`src/rtl/boot_sequencer_if.sv`:
```
// Byte-stream input handshake and instruction-memory bus of the boot sequencer.
// The slave modport is the sequencer side; master is the stream source / memory side.
interface boot_sequencer_if #(
  parameter int DATA_WIDTH = 32,
  parameter int ADDR_WIDTH = 32
) ();
  logic                  in_valid;
  logic [7:0]            in_data;
  logic                  in_ready;
  logic [ADDR_WIDTH-1:0] mem_addr;
  logic [DATA_WIDTH-1:0] mem_wdata;
  logic                  mem_cs;
  logic                  mem_we;
  logic                  mem_oe;

  modport master (
    output in_valid, in_data,
    input  in_ready, mem_addr, mem_wdata, mem_cs, mem_we, mem_oe
  );

  modport slave (
    input  in_valid, in_data,
    output in_ready, mem_addr, mem_wdata, mem_cs, mem_we, mem_oe
  );
endinterface

```
`src/rtl/boot_sequencer.sv`:
```
// Power-up program loader: takes a length-prefixed little-endian byte stream, writes
// each packed word to instruction memory, then hands the memory port to the PC.
module boot_sequencer #(
  parameter int DATA_WIDTH     = 32,
  parameter int ADDR_WIDTH     = 32,
  parameter int BASE_ADDR      = 0,
  parameter int MAX_WORDS      = 256,
  parameter int TIMEOUT_CYCLES = 1024
) (
  input  logic                  clock,
  input  logic                  reset,
  input  logic                  start,
  boot_sequencer_if.slave       bus,
  input  logic [ADDR_WIDTH-1:0] pc_addr,
  output logic                  on_bios,
  output logic                  pipe_enable,
  output logic [ADDR_WIDTH-1:0] words_loaded,
  output logic                  done,
  output logic                  error
);

  localparam int LANES  = DATA_WIDTH / 8;
  localparam int LANE_W = (LANES > 1) ? $clog2(LANES) : 1;
  localparam int TMO_W  = $clog2(TIMEOUT_CYCLES + 1);

  localparam logic [LANE_W-1:0]     LAST_LANE = LANE_W'(LANES - 1);
  localparam logic [TMO_W-1:0]      TMO_LIMIT = TMO_W'(TIMEOUT_CYCLES);
  localparam logic [DATA_WIDTH-1:0] MAX_LEN   = DATA_WIDTH'(MAX_WORDS);
  localparam logic [ADDR_WIDTH-1:0] BASE      = ADDR_WIDTH'(BASE_ADDR);

  typedef enum logic [2:0] {
    ST_IDLE, ST_HEADER, ST_LOAD, ST_WRITE, ST_RUN, ST_ERROR
  } state_t;

  state_t                state_q,  state_d;
  logic [LANE_W-1:0]     lane_q,   lane_d;
  logic [TMO_W-1:0]      tmo_q,    tmo_d;
  logic [DATA_WIDTH-1:0] word_q,   word_d;
  logic [ADDR_WIDTH-1:0] len_q,    len_d;
  logic [ADDR_WIDTH-1:0] addr_q,   addr_d;
  logic [DATA_WIDTH-1:0] wdata_q,  wdata_d;
  logic [ADDR_WIDTH-1:0] count_q,  count_d;

  logic in_ready_q, in_ready_d;
  logic mem_cs_q,   mem_cs_d;
  logic mem_we_q,   mem_we_d;
  logic mem_oe_q,   mem_oe_d;
  logic on_bios_q,  on_bios_d;
  logic pipe_q,     pipe_d;
  logic done_q,     done_d;
  logic error_q,    error_d;

  logic xfer;
  assign xfer = bus.in_valid && in_ready_q;

  always_comb begin
    // NOTE: every signal takes its held value first, so no branch of the case can infer a latch.
    state_d = state_q;
    lane_d  = lane_q;
    tmo_d   = tmo_q;
    word_d  = word_q;
    len_d   = len_q;
    addr_d  = addr_q;
    wdata_d = wdata_q;
    count_d = count_q;

    case (state_q)
      ST_IDLE, ST_RUN, ST_ERROR: begin
        if (start) begin
          state_d = ST_HEADER;
          lane_d  = '0;
          tmo_d   = '0;
        end
      end
      ST_HEADER, ST_LOAD: begin
        if (xfer) begin
          word_d[{lane_q, 3'b000} +: 8] = bus.in_data;
          tmo_d  = '0;
          lane_d = (lane_q == LAST_LANE) ? '0 : lane_q + 1'b1;
          if (lane_q == LAST_LANE) begin
            if (state_q == ST_HEADER) begin
              if (word_d == '0 || word_d > MAX_LEN) begin
                state_d = ST_ERROR;
              end else begin
                state_d = ST_LOAD;
                len_d   = ADDR_WIDTH'(word_d);
                count_d = '0;
              end
            end else begin
              wdata_d = word_d;
              addr_d  = BASE + count_q;
              state_d = ST_WRITE;
            end
          end
        end else begin
          // A stall partway through a word still aborts; the partial word is discarded.
          tmo_d = tmo_q + 1'b1;
          if (tmo_d == TMO_LIMIT) state_d = ST_ERROR;
        end
      end
      ST_WRITE: begin
        count_d = count_q + 1'b1;
        state_d = (count_d == len_q) ? ST_RUN : ST_LOAD;
      end
      default: state_d = ST_IDLE;
    endcase

    // Outputs are decoded from the next state so they are registered alongside it.
    in_ready_d = (state_d == ST_HEADER) || (state_d == ST_LOAD);
    mem_we_d   = (state_d == ST_WRITE);
    mem_oe_d   = (state_d == ST_RUN);
    mem_cs_d   = !((state_d == ST_WRITE) || (state_d == ST_RUN));
    on_bios_d  = (state_d == ST_HEADER) || (state_d == ST_LOAD) || (state_d == ST_WRITE);
    pipe_d     = (state_d == ST_RUN);
    done_d     = (state_d == ST_RUN) && (state_q != ST_RUN);
    error_d    = (state_d == ST_ERROR);
  end

  always_ff @(posedge clock or negedge reset) begin
    if (!reset) begin
      state_q    <= ST_IDLE;
      lane_q     <= '0;
      tmo_q      <= '0;
      word_q     <= '0;
      len_q      <= '0;
      addr_q     <= '0;
      wdata_q    <= '0;
      count_q    <= '0;
      in_ready_q <= 1'b0;
      mem_cs_q   <= 1'b1;
      mem_we_q   <= 1'b0;
      mem_oe_q   <= 1'b0;
      on_bios_q  <= 1'b0;
      pipe_q     <= 1'b0;
      done_q     <= 1'b0;
      error_q    <= 1'b0;
    end else begin
      // NOTE: non-blocking so every flop samples pre-edge values regardless of statement order.
      state_q    <= state_d;
      lane_q     <= lane_d;
      tmo_q      <= tmo_d;
      word_q     <= word_d;
      len_q      <= len_d;
      addr_q     <= addr_d;
      wdata_q    <= wdata_d;
      count_q    <= count_d;
      in_ready_q <= in_ready_d;
      mem_cs_q   <= mem_cs_d;
      mem_we_q   <= mem_we_d;
      mem_oe_q   <= mem_oe_d;
      on_bios_q  <= on_bios_d;
      pipe_q     <= pipe_d;
      done_q     <= done_d;
      error_q    <= error_d;
    end
  end

  // In RUN the program counter drives the instruction memory directly.
  assign bus.mem_addr  = (state_q == ST_RUN) ? pc_addr : addr_q;
  assign bus.mem_wdata = wdata_q;
  assign bus.mem_cs    = mem_cs_q;
  assign bus.mem_we    = mem_we_q;
  assign bus.mem_oe    = mem_oe_q;
  assign bus.in_ready  = in_ready_q;
  assign on_bios       = on_bios_q;
  assign pipe_enable   = pipe_q;
  assign words_loaded  = count_q;
  assign done          = done_q;
  assign error         = error_q;

endmodule

```
`src/flat_wrapper.sv`:
```
// flat-port wrapper written by rule: the top's interface ports become plain ports
module boot_sequencer_flat 
#(
  parameter int DATA_WIDTH     = 32,
  parameter int ADDR_WIDTH     = 32,
  parameter int BASE_ADDR      = 0,
  parameter int MAX_WORDS      = 256,
  parameter int TIMEOUT_CYCLES = 1024
)
  (clock, reset, start, pc_addr, on_bios, pipe_enable, words_loaded, done, error, bus_in_valid, bus_in_data, bus_in_ready, bus_mem_addr, bus_mem_wdata, bus_mem_cs, bus_mem_we, bus_mem_oe);
  boot_sequencer_if #(.DATA_WIDTH(DATA_WIDTH), .ADDR_WIDTH(ADDR_WIDTH)) bus_i ();
  input  logic clock;
  input  logic reset;
  input  logic start;
  input  logic [ADDR_WIDTH-1:0] pc_addr;
  output logic on_bios;
  output logic pipe_enable;
  output logic [ADDR_WIDTH-1:0] words_loaded;
  output logic done;
  output logic error;
  input wire logic [$bits(bus_i.in_valid)-1:0] bus_in_valid;
  input wire logic [$bits(bus_i.in_data)-1:0] bus_in_data;
  output wire logic [$bits(bus_i.in_ready)-1:0] bus_in_ready;
  output wire logic [$bits(bus_i.mem_addr)-1:0] bus_mem_addr;
  output wire logic [$bits(bus_i.mem_wdata)-1:0] bus_mem_wdata;
  output wire logic [$bits(bus_i.mem_cs)-1:0] bus_mem_cs;
  output wire logic [$bits(bus_i.mem_we)-1:0] bus_mem_we;
  output wire logic [$bits(bus_i.mem_oe)-1:0] bus_mem_oe;
  assign bus_i.in_valid = bus_in_valid;
  assign bus_i.in_data = bus_in_data;
  assign bus_in_ready = bus_i.in_ready;
  assign bus_mem_addr = bus_i.mem_addr;
  assign bus_mem_wdata = bus_i.mem_wdata;
  assign bus_mem_cs = bus_i.mem_cs;
  assign bus_mem_we = bus_i.mem_we;
  assign bus_mem_oe = bus_i.mem_oe;
  boot_sequencer #(.DATA_WIDTH(DATA_WIDTH), .ADDR_WIDTH(ADDR_WIDTH), .BASE_ADDR(BASE_ADDR), .MAX_WORDS(MAX_WORDS), .TIMEOUT_CYCLES(TIMEOUT_CYCLES)) u_core (.clock(clock), .reset(reset), .start(start), .bus(bus_i), .pc_addr(pc_addr), .on_bios(on_bios), .pipe_enable(pipe_enable), .words_loaded(words_loaded), .done(done), .error(error));
endmodule
```
`config.mk`:
```
export PLATFORM = sky130hd
export DESIGN_NAME = boot_sequencer_flat
export DESIGN_NICKNAME = d
export VERILOG_FILES = /design/src/rtl/boot_sequencer_if.sv /design/src/rtl/boot_sequencer.sv /design/src/flat_wrapper.sv
export SDC_FILE = /design/constraint.sdc
export NUM_CORES = 1
export LEC_CHECK = 0
export CAP_MARGIN = 20
export CORE_MARGIN = 4
export CORE_UTILIZATION = 34
export CTS_CLUSTER_DIAMETER = 120
export DETAILED_ROUTE_END_ITERATION = 7
export PLACE_DENSITY = 0.63
export REMOVE_ABC_BUFFERS = 1
export SLEW_MARGIN = 20
export SYNTH_ARGS = -nofsm -noshare
export SYNTH_HDL_FRONTEND = slang
export SYNTH_SLANG_ARGS = --single-unit
export TNS_END_PERCENT = 50
```
`constraint.sdc`:
```
create_clock -name clock -period 6.92 [get_ports clock]
set_input_delay 2.076 -clock clock [delete_from_list [all_inputs] [get_ports clock]]
set_output_delay 2.076 -clock clock [all_outputs]
set_load 0.01 [all_outputs]
```
==> impl_metrics.yaml <==
outcome:
  outcome: "completed"
grt:
  grt.busiest_layer: "met2"
  met3_usage_pct: 3.24
  grt_max_degree: 113
  track_usage_pct: 16.2
  met1_usage_pct: 22.4
  grt_use_met2_pct: 26.3
  grt_pass1_vias: 7480
  antenna_found_initial: 1
  gr-total-overflow: 0
  grt_first_pass_wirelength_um: 41300
placed_design:
  placed_cell_area_um2: 11600
  dp_hpwl_um: 17400
  gp_congestion: 0.807
  io_buffers: 147
finish:
  antenna-diode-count: 0
  design_area_um2: 12200
  final_core_util_pct: 42.7
  area_delta_synth_final_pct: 23.9
  nets: 1130
  drive_above_1_share_pct: 11.1
power:
  power_density_nw_per_um2: 328
  max-vdd-ir-drop_v: 0.000183
  p_leak_nw: 5.28
detailed_routing:
  drt_iter0_drc: 492
  wl_per_cell_um: 17.5
  ant_nets: 0
  dr.pass1.iters: 5
  routed_wl_um: 25900
  avgViaCountPerCell: 5.23
  drc: 0
  vias: 7712
logic_synthesis:
  async_reset_ff_share_pct: 100
  synth_top_area_share_pct: 46.2
  synth_flop_cell: "dfrtp_1"
  synth_edf_count: 0
  synthTopCellsByCount: "dfrtp_1 (182), nand2_1 (61), clkbuf_1 (54)"
  synth_cells: 971
  yosysTopAreaCell: "dfrtp_1"
  ys_warn_count: 0
  synth.area.top_cells: "dfrtp_1 (46%), mux2_2 (5.8%), mux2i_1 (3.2%)"
  syn_area_um2: 9860
  ys_ff_latch: 183
  yosysMostFrequentCell: "dfrtp_1"
  syn_avg_cell_area_um2: 10.2
  ys_seq_area_share_pct: 46.5
  synth_cell_type_count: 70
clocking:
  cts_setup_buffers: 0
  cts_buffer_depth: 2
  hold_buffers: 0
  cts.sinks: 183
  cts_tree: "built"
  cts_root_buffer: "clkbuf_16"
  clk_pin_slew_ps: 70
  h-tree-depth: 4
  insertion_delay_ps: 440
  cts_resized: 0
  cts_made_buffers: 17
critical_path:
  start_kind: "input port"
  cp.arrival_ps: 5660
  path_max_fanout: 38
  crit_type: "in -> reg"
  critPathRequiredTime_ps: 7240
  worstSetupEndpointType: "register"
timing:
  setup_viol: 0
  hold_viol: 0
  slew_headroom_pct: 22.3
  worstMarginPinSlew_ps: 1150
  rsz0062_at_grt: "no"
  finalSetupTns_ps: 0
  clock.fmax_mhz: 187
  final.setup_skew_ps: 11.9
  maxSlewViolCount: 0
  period_needed_ps: 5350
  finalCritPeriodShare_pct: 77.3
floorplanning:
  ios: 148
  core_um2: 28600
  die_height_um: 178
  die_width_um: 178
  fp-row-count: 62
  start_util_pct: 34.4
  die-area_um2: 31800
min_path:
  hold_class: "reg -> reg"
job:
  drv_cap: 0
## metrics by stage
stage / cells / power (mW) / hold slack, ps / worst slack, ps
4_1_cts: 1474 / 4.04 / 496 / 1580
6_report: 1475 / 4.00 / 486 / 1570
2_1_floorplan: 899 / 2.34 / 442 / -2460
3_3_place_gp: 1442 / 2.99 / 462 / 1260
3_5_place_dp: 1442 / 3.00 / 475 / 1150
5_1_grt: 1475 / 4.26 / 514 / 1410
## worst max-delay path, cell delays in order
cell             delay (ps)
clkdlybuf4s50_1         620
a31oi_1                 360
nand4_1                 140
or4_4                   540
nor4_4                  500
a21oi_1                 300
nor2b_4                 170
buf_4                   530
mux2_2                  400
## power breakdown
part / switching, mW / internal, mW
logic: 0.801 / 0.681
clock network: 0.439 / 0.583
registers: 0.201 / 1.30
## path summary, 6_finish.rpt
kind	from	endpoint	slack (ps)	depth (start not counted)
max in group asynchronous	reset	u_core.bus.mem_cs	4080	2
min in group asynchronous	reset	u_core.addr_q[13]	1770	1
max reg2reg	u_core.lane_q[0]	u_core.addr_q[2]	2360	11
min	u_core.addr_q[26]	u_core.addr_q[26]	490	1
min reg2reg	u_core.addr_q[26]	u_core.addr_q[26]	490	1
max	bus_in_data[6]	u_core.addr_q[2]	1570	9
## layer usage
layer	up-vias	wire, µm	share of wire [%]
li1	3663	-	-
met1	3833	11700	45
met2	189	12300	48
met3	25	1500	5.8
met4	2	262	1.0
met5	-	20	0.077
## placed cells by master (no fill, tap or decap), drive strengths merged, types with 4 or more instances in the layout
cell,instances
a211o,14
a21o,13
a21oi,38
a22o,16
a31oi,21
and2,31
and3,16
buf,13
clkbuf,23
clkdlybuf4s50,146
dfrtp,182
ha,8
inv,42
mux2,70
mux2i,32
nand2,61
nand2b,11
nand3,33
nand4,23
nor2,45
nor2b,33
nor3,22
nor4,23
o21ai,39
o2bb2ai,4
o31a,4
o31ai,5
o41ai,4
or3,9
or4,9
xnor2,29
xor2,21
## cells by family (layout without fill, tap and decap cells)
family                   Yosys count  after routing  synth area share [%]
AND/OR/NAND/NOR                  332            332                  18.7
AO/OA/AOI/OAI                    184            184                  12.8
flip-flops                       183            183                  46.5
buffers and inverters            111            231                  4.77
multiplexers                     102            102                  11.6
XOR/XNOR                          51             51                  4.68
adder cells (fa/ha/maj)            8              8                  1.02
## sequential cells by signal (all words and copies together) (netlist names), 2 cells and up
name,cells
u_core.addr_q,32
u_core.bus.mem_wdata,32
u_core.len_q,32
u_core.word_q,32
u_core.words_loaded,32
u_core.tmo_q,11
u_core.state_q,3
u_core.lane_q,2
## layout make-up
cell class	count	area [µm²]
fillers	2702	16400
clock buffers	22	454
flip-flops and latches	183	4580
well taps	384	480
inverters	39	146
multi-input cells	677	4830
clock inverters	10	145
repair buffers	160	1580
Power figures use the tool's default switching activity.
